[src/rtl/serdes_deser_1to8.sv]
// serdes_deser_1to8: serial-to-parallel deserializer with bitslip word alignment
module serdes_deser_1to8 #(
  parameter int DATA_WIDTH = 8,
  parameter bit MSB_FIRST = 1'b1,
  parameter logic [DATA_WIDTH-1:0] INIT_Q = '0
) (
  input  logic                  CLK,
  input  logic                  RSTN,
  input  logic                  CE,
  input  logic                  D,
  input  logic                  BITSLIP,
  output logic [DATA_WIDTH-1:0] Q,
  output logic                  VALID,
  output logic                  SLIP_ACK
);
  localparam int CW = $clog2(DATA_WIDTH);
  localparam logic [CW-1:0] LAST = CW'(DATA_WIDTH - 1);
  if (DATA_WIDTH < 2 || DATA_WIDTH > 8) begin : g_bad_width
    $error("serdes_deser_1to8: DATA_WIDTH %0d outside 2..8", DATA_WIDTH);
  end
  logic [DATA_WIDTH-1:0] sr_q, sr_d, q_q, q_d;
  logic [CW-1:0] cnt_q, cnt_d;
  logic valid_q, valid_d, ack_q, ack_d, pend_q, pend_d, bs_q, wrap;
  // a slip holds the counter for one bit, so the word boundary moves one bit later
  always_comb begin
    sr_d = !CE ? sr_q : MSB_FIRST ? {sr_q[DATA_WIDTH-2:0], D} : {D, sr_q[DATA_WIDTH-1:1]};
    wrap = CE && !pend_q && cnt_q == LAST;
    cnt_d = (!CE || pend_q) ? cnt_q : wrap ? '0 : cnt_q + 1'b1;
    q_d = wrap ? sr_d : q_q;
    valid_d = wrap;
    ack_d = CE && pend_q;
    pend_d = pend_q ? !CE : BITSLIP && !bs_q;
  end
  always_ff @(posedge CLK or negedge RSTN) begin
    if (!RSTN) begin
      sr_q <= '0;
      cnt_q <= '0;
      q_q <= INIT_Q;
      valid_q <= 1'b0;
      ack_q <= 1'b0;
      pend_q <= 1'b0;
      bs_q <= 1'b0;
    end else begin
      sr_q <= sr_d;
      cnt_q <= cnt_d;
      q_q <= q_d;
      valid_q <= valid_d;
      ack_q <= ack_d;
      pend_q <= pend_d;
      bs_q <= BITSLIP;
    end
  end
  assign Q = q_q;
  assign VALID = valid_q;
  assign SLIP_ACK = ack_q;
endmodule

[config.mk]
export PLATFORM = sky130hd
export DESIGN_NAME = serdes_deser_1to8
export DESIGN_NICKNAME = d
export VERILOG_FILES = /design/src/rtl/serdes_deser_1to8.sv
export SDC_FILE = /design/constraint.sdc
export NUM_CORES = 1
export LEC_CHECK = 0
export CAP_MARGIN = 20
export CELL_PAD_IN_SITES_DETAIL_PLACEMENT = 1
export CELL_PAD_IN_SITES_GLOBAL_PLACEMENT = 1
export CORE_UTILIZATION = 41
export DETAILED_ROUTE_END_ITERATION = 8
export PLACE_DENSITY = 0.87
export SYNTH_ARGS = -nofsm -noshare
export SYNTH_HDL_FRONTEND = slang
export SYNTH_SLANG_ARGS = --single-unit
export TNS_END_PERCENT = 1
[constraint.sdc]
create_clock -name CLK -period 1.6 [get_ports CLK]
set_input_delay 0.16 -clock CLK [delete_from_list [all_inputs] [get_ports CLK]]
set_output_delay 0.16 -clock CLK [all_outputs]
set_load 0.02 [all_outputs]
# Yosys cells after proc, flatten, opt, wreduce, memory -nomap -nowiden
# Cells that the tools add are included.
# op_classes
n_addsub	1
eq_ne	1
mux	3
n_reduce_logical	8
# op_table
cell	n
2-to-1 mux 8 bit	1
logical AND 1 bit	4
adder 3 x 1 -> 3 bit (second input constant)	1
== test 3 bit (second input constant)	1
logical NOT 1 bit	3
2-to-1 mux 3 bit	1
logical OR 1 bit	1
2-to-1 mux 1 bit	1
# totals
register_bits	23
input_bits	5
out_inout_bits	10
wordCells	20

# Depth between registers and ports, before layout
# Gate-level depths: netlist of run 1.
# logic_depth
ltp_word	4
depth_mapped	4
ltp_nobuf	4

# Worst setup path after synthesis of run 1
# No wires, ideal clock.
# synth_timing
kind	register -> register
start	reg cnt_q[0]
end	reg q_q[0], in the netlist Q[0]
setup_time_ns	0.125
arrival_ns	1.249
required_time_ns	1.475
path_slack_ns	0.226
path_stages_with_launch	5
n_path_buf	0
period_less_slack_ns	1.374
path_cell_list	dfrtp_1 ha_1 ha_1 nand3b_4 mux2_2
# synth_between
elab_chain_cells	2
# synth_rtl
item	line_no	source
from (decl)	22	logic [CW-1:0] cnt_q, cnt_d;
from (signal assigned)	45	cnt_q <= cnt_d;
== test 3 bit	27	wrap = CE && !pend_q && cnt_q == LAST;
logical AND 1 bit	27	
to (signal assigned)	46	q_q <= q_d;
to (decl)	21	logic [DATA_WIDTH-1:0] sr_q, sr_d, q_q, q_d;
# Every way passes these cells.
# A chain may end at the register's enable or synchronous reset.

# Worst setup path in the final report of run 1
# layout_timing
start	reg cnt_q[0]
end	reg q_q[4], in the netlist Q[4]
# The elaborated chain is that of the path after synthesis.

==> results of run 1 <==
[per-layer routing]
layer	GRT usage, %	wire (microns)	vias up
li1	-	-	216
met1	18.4	630	222
met2	20.3	671	11
met5	0	0	-
met4	10.0	0	0
met3	3.40	48	0
[cell type report]
cell class,count,area (sq um)
Fill cell,209,893
Sequential cell,22,551
Multi-Input combinational cell,27,289
Timing Repair Buffer,16,155
Clock buffer,4,36.3
Tap cell,27,33.8
Inverter,1,3.75
[worst register-to-register path, delay by kind of cell (launching register included)]
family                     cells  cell delay, ns
muxes                          1            0.35
DFF                            1            0.41
and+or+nand+nor                1            0.17
adders and majority gates      2            0.43
[kinds of logic after synthesis]
logic type / after synthesis / synth area share [%]
fa+ha+maj: 2 / 2.94
buf+inv: 2 / 1.32
flops: 22 / 64.7
mux: 19 / 25.0
simple gates: 6 / 6.03
[state kept, by name (all words and copies together) (netlist names)]
signal and count:
Q 8, cnt_q 3, SLIP_ACK 1, VALID 1, bs_q 1, sr_q 7, pend_q 1
[placed cells by master, fill, tap and decap left out]
| cell type | n |
|---|---|
| dfrtp_1 | 22 |
| mux2_2 | 18 |
| clkdlybuf4s50_1 | 14 |
| clkbuf_4 | 3 |
| ha_1 | 2 |
| buf_4 | 2 |
| nand3b_4 | 1 |
| inv_1 | 1 |
| and2_1 | 1 |
| nand2b_1 | 1 |
| mux2i_1 | 1 |
| nor2b_2 | 1 |
| nor2_1 | 1 |
| nor2b_1 | 1 |
| clkbuf_8 | 1 |
[per-stage QoR]
stage          total power [uW]  instances  util (%)  hold slack [ns]
5_1_grt                    1900         97      54.5            0.241
3_3_place_gp               1480         93      52.6            0.489
2_1_floorplan              1220         51         -           -0.136
3_5_place_dp               1510         93      52.6            0.496
6_report                   1790         97      54.5            0.223
4_1_cts                    1820         97      54.5            0.226
[how the worst max path moves through the flow]
stage | start | to | cells after the start
after detailed placement | cnt_q[0] | Q[4] | 4
after global placement | cnt_q[0] | Q[3] | 4
after global routing | cnt_q[0] | Q[4] | 4
final | cnt_q[0] | Q[4] | 4
after CTS | cnt_q[0] | Q[4] | 4
after floorplan | cnt_q[0] | Q[0] | 4
[power by group through the flow]
| stage | sequential [uW] | combinational (uW) | clock (uW) |
|---|---|---|---|
| after detailed placement | 857 | 657 | 0 |
| after CTS | 844 | 659 | 312 |
| after global placement | 849 | 628 | 0 |
| after global routing | 868 | 700 | 328 |
| after floorplan | 960 | 257 | 0 |
| final | 843 | 646 | 297 |
==> metrics.md, run 1 <==
| Metric | Value |
|---|---|
| Kind of critical path | `reg2reg` |
| Final ANT Viol Nets | `0` |
| Total GRT Usage | `roughly 14%` |
| I/O pin count | `15` |
| Status | `finished, final reports clean` |
| I/O Buffers | `14` |
| RD Place Congestion | `~0.63` |
| Post-Syn Area | `between 800 and 900 sq um` |
| Placed Area | `a little over 0.001 sq mm` |
| Final setup violation count | `0` |
| Tmin final | `approximately 1.5 ns` |
| Post_cts resized | `0` |
| Sequential share of power | `a little under half` |
| Clock root cell | `clkbuf_4` |
| Synth area leaders | `dfrtp_1 65%, mux2_2 24%, ha_1 2.9%, nand3b_4 2.4%, mux2i_1 1.2%` |
| CP max-delay cell | `dfrtp_1` |
| Mean Syn Cell Area | `roughly 17 sq um` |
| Share of layout cells above drive strength 1 | `between 30% and 40%` |
| Highest Clock Rate | `~700 MHz` |
| Post-Route Setup TNS | `0 ns` |
| First-pass GRT wire length | `2030 microns` |
| Async SR Flop Fraction | `between 90% and 100%` |
| Logic gate share of total power | `between 30% and 40%` |
| Vias | `around 450` |
| Largest net degree at the start of global routing | `23` |
| Worst relative slew slack | `around four fifths` |
| Most common cell in the netlist | `dfrtp_1` |
| Register bit total from synthesis | `22` |
| R2R Path Start | `cnt_q[0]` |
| Clk_lat worst skew | `around 0.30 ns` |
| Post-route setup slack | `0.129 ns` |
| Synth Warn # | `0` |
| Worst setup SP type | `flop` |
| Synth area leader | `dfrtp_1` |
| DIE WIDTH | `between 40 and 50 microns` |
| Full die area | `roughly 0.0023 sq mm` |
| Seq/Total Area, Yosys | `approximately 65%` |
| Slowest Stage Delay on Critical Path | `roughly 0.41 ns` |
| Tcrit/Tclk final | `between 90% and 100%` |
| Worst hold path class | `in2async` |
| Syn nets | `slightly below 60` |
| Gate Count Post-Synth | `between 50 and 60` |
| Number of synthesized flops with an enable pin | `0` |
| Initial antenna violation count | `0` |
| Switch Pwr | `535 uW` |
| Post-route cell area | `0.00107 sq mm` |
| Setup Buffers After CTS | `0` |
| Number of global-route vias before repair | `440` |
| Crit path max-delay family | `adder cells` |
| CTS Hold Bufs | `0` |
| Pre-CTS setup slack | `between 0.1 and 0.15 ns` |
| CP bufs+invs | `0` |
| Clk slew on worst S/H paths | `around 0.12 ns` |
| Leakage | `0.000496 uW` |
| Global route overflow | `0` |
| Reg-to-reg endpoint | `Q[4]` |
| Crit. End Element | `flop` |
| Top post-synthesis cells by count | `22 x dfrtp_1, 18 x mux2_2, 2 x ha_1` |
| Post-DP HPWL | `approximately 960 microns` |
| Worst EP required | `between 1.5 and 2 ns` |
| Switching Share | `between 20% and 30%` |
| Clk sink count | `22` |
| Ant diodes | `0` |
| Starting Density | `between 40% and 50%` |
| Reg2reg setup slack | `roughly 0.13 ns` |
| Pwr per Cell Area | `about 1700 mW/mm^2` |
| Wirelength, routed | `about 1400 microns` |
| Most used DFF post-synth | `dfrtp_1` |
| DR WL/cell | `around 14 microns` |
| Total Nets Final | `between 70 and 80` |
| Worst r2r path cells | `4` |
| Max Cap Viol | `0` |
| Remaining DRCs | `0` |
| Worst path cell trace | `ha_1 > ha_1 > nand3b_4 > mux2_2` |
| RSZ-0062 raised after global routing | `false` |
| CP dominant cell by count | `ha_1` |
| Layout area overhead | `25.6%` |
| Worst-path fanout max | `9` |
| CORE AREA | `between 0.0015 and 0.002 sq mm` |
| CTS tree | `built` |
| Vias/cell | `about 4.6` |
| VDD IR max | `roughly 0.82 mV` |
| TritonCTS buffer count | `3` |
| H-tree depth | `1` |
| Final Max Tran Viols | `0` |
| Skew final | `~0.007 ns` |
| Final hold vios | `0` |
| CP Data Arrival Time | `1.66 ns` |
| Worst Tran Pin Value | `0.288 ns` |
| Part of the power in the clock network | `approximately 17%` |
| Synth cell types | `12` |
| Row count | `16` |
| DRC violation total after the first TritonRoute iteration | `2` |
| TritonRoute pass-1 iters | `5` |
| Power Internal | `between 1000 and 1500 uW` |
| Height of the chip | `~48 microns` |
| Clk buf depth | `2` |
| Top cell type's share of synthesized area | `64.7%` |
Power figures use the tool's default switching activity.
==> run 2, diff against run 1 <==
SETUP_SLACK_MARGIN = 0.5   (was default)
==> run 2 against run 1 <==
Worst hold slack got worse by 0.050 ns. Utilization rose by 3.8 points. Die area did not move. First-iteration DRC count rose by 100%. Clock-buffer cell count did not move.
==> metrics.md, run 2 (synthesis gave the netlist of run 1 again) <==
| Metric | Value |
|---|---|
| Footprint of the multi-input gates | `354 sq um (was 289 sq um)` |
| Tmin final | `1.34 ns (was 1.47 ns)` |
| Worst Setup SP | `cnt_q[0] (unchanged)` |
| Leakage | `0.000594 uW (was 0.000496 uW)` |
| Total GRT Usage | `17.0% (was 14.0%)` |
| Ant diodes | `0 (unchanged)` |
| Number of global-route vias before repair | `468 (was 440)` |
| Commonest non-fill, non-tap cell in the layout | `dfrtp_1 (unchanged)` |
| Starting Density | `43.4% (unchanged)` |
| Max Cap Viol | `0 (unchanged)` |
| I/O Buffers | `14 (unchanged)` |
| Initial antenna violation count | `0 (unchanged)` |
| CTS tree | `built (unchanged)` |
| Total Nets Final | `82 (was 78)` |
| RD Place Congestion | `0.648 (was 0.630)` |
| Clk_lat worst skew | `0.31 ns (was 0.30 ns)` |
| Final setup violation count | `0 (unchanged)` |
| Slowest Stage Delay on Critical Path | `0.40 ns (was 0.41 ns)` |
| H-tree depth | `1 (unchanged)` |
| Vias/cell | `4.75 (was 4.63)` |
| Vias | `480 (was 449)` |
| Clk buf depth | `2 (unchanged)` |
| DIE WIDTH | `47.6 microns (unchanged)` |
| Crit. End Element | `flop (unchanged)` |
| Wirelength, routed | `1560 microns (was 1350 microns)` |
| First-pass GRT wire length | `2460 microns (was 2030 microns)` |
| Post-route cell area | `0.00114 sq mm (was 0.00107 sq mm)` |
| Clock root cell | `clkbuf_4 (unchanged)` |
| Most frequent cells in the layout | `22 x dfrtp_1, 10 x mux2_2, 10 x dlygate4sd2_1 (was 22 x dfrtp_1, 18 x mux2_2, 14 x clkdlybuf4s50_1)` |
| Worst path cell trace | `ha_2 > ha_4 > nand3b_4 > mux2_4 (was ha_1 > ha_1 > nand3b_4 > mux2_2)` |
| Final hold vios | `0 (unchanged)` |
| Share of layout cells above drive strength 1 | `43.2% (was 37.1%)` |
| Pwr per Cell Area | `1660 mW/mm^2 (was 1670 mW/mm^2)` |
| Global route overflow | `0 (unchanged)` |
| Highest Clock Rate | `748 MHz (was 680 MHz)` |
| I/O pin count | `15 (unchanged)` |
| Worst relative slew slack | `81.4% (was 80.8%)` |
| Post-DP HPWL | `1070 microns (was 962 microns)` |
| Skew final | `0.00514 ns (was 0.00699 ns)` |
| Height of the chip | `47.6 microns (unchanged)` |
| Post-Route Setup TNS | `0 ns (unchanged)` |
| DR WL/cell | `15.5 microns (was 13.9 microns)` |
| Final Max Tran Viols | `0 (unchanged)` |
| Clk slew on worst S/H paths | `0.11 ns (was 0.12 ns)` |
| Clk sink count | `22 (unchanged)` |
| CORE AREA | `0.00196 sq mm (unchanged)` |
| Remaining DRCs | `0 (unchanged)` |
| R2R Path Start | `cnt_q[0] (unchanged)` |
| Worst hold path class | `in2async (unchanged)` |
| Row count | `16 (unchanged)` |
| Full die area | `0.00226 sq mm (unchanged)` |
| Placed Area | `0.00108 sq mm (was 0.00103 sq mm)` |
| RSZ-0062 raised after global routing | `true (was false)` |
| FILL cells | `208 (was 209)` |
| TritonRoute pass-1 iters | `3 (was 5)` |
| Worst Tran Pin Value | `0.278 ns (was 0.288 ns)` |
| Largest net degree at the start of global routing | `23 (unchanged)` |
| Max reg flops | `8 (unchanged)` |
| Final ANT Viol Nets | `0 (unchanged)` |
| Kind of critical path | `reg2reg (unchanged)` |
| VDD IR max | `0.781 mV (was 0.823 mV)` |
| Tcrit/Tclk final | `83.6% (was 91.9%)` |
| Worst setup SP type | `flop (unchanged)` |
| FF+latch area | `551 sq um (unchanged)` |
| CP max-delay cell | `dfrtp_1 (unchanged)` |
| Worst EP required | `1.80 ns (was 1.79 ns)` |
| Status | `finished, final reports clean (unchanged)` |
| DRC violation total after the first TritonRoute iteration | `4 (was 2)` |
| CP Data Arrival Time | `1.54 ns (was 1.66 ns)` |
| TritonCTS buffer count | `3 (unchanged)` |
| Layout area overhead | `34.4% (was 25.6%)` |
| Worst-path fanout max | `5 (was 9)` |
run 2: final timing paths:
kind / endpoint / slack [ns] / depth (start not counted)
min in group CLK: bs_q / 0.34 / 1
max in group asynchronous: Q[0] / 1.21 / 2
max reg2reg: Q[0] / 0.26 / 4
min: VALID / 0.17 / 2
max: Q[0] / 0.26 / 4
min reg2reg: pend_q / 0.52 / 2
run 2: per-stage QoR:
stage                     setup slack, ns  std cells  hold slack (ns)  utilization (%)  total power (uW)
after floorplan                     0.307         51           -0.136                -              1320
after global placement              0.192         93            0.487             54.9              1570
after detailed placement            0.154         93            0.501             54.9              1630
after CTS                           0.256        101            0.185             58.3              1900
after global routing                0.221        101            0.190             58.3              2030
final                               0.262        101            0.173             58.3              1890
run 2: timing repair:
item | in CTS | in global routing
cloned | 1 | 0
resized for setup | 11 | 0
pin swaps | 0 | 1
setup endpoints to repair | 22 | 29
hold buffers | 0 | 0
buffers inserted | 3 | 0
run 2: area by class of cell:
cell class	instances	area share (%)
clock buffer	4	3.17
inverter	1	0.328
multi-input combinational	28	31.0
sequential	22	48.1
tap	27	2.95
timing repair buffer	19	14.4
run 2: power breakdown:
part	leakage (uW)	switching, uW	internal, uW	total [uW]
Clock	0.0000210	162	139	301
Sequential	0.000270	127	741	868
Combinational	0.000304	312	413	725
Total	0.000594	601	1290	1890
run 2: per-layer routing:
metal	vias up	GRT usage, %	part of all wire (%)	wire [microns]
met2	14	25.8	48	749
met4	0	5.00	0.90	14
met1	242	22.7	46	713
met5	-	0	0	0
met3	2	6.79	5.5	86
li1	222	-	-	-
run 2: worst max-delay path: cells and delay by family (launching register included):
kind,cells,cell delay (ns)
AND/OR/NAND/NOR,1,0.14
multiplexers,1,0.31
adder cells (fa/ha/maj),2,0.38
flip-flops,1,0.40
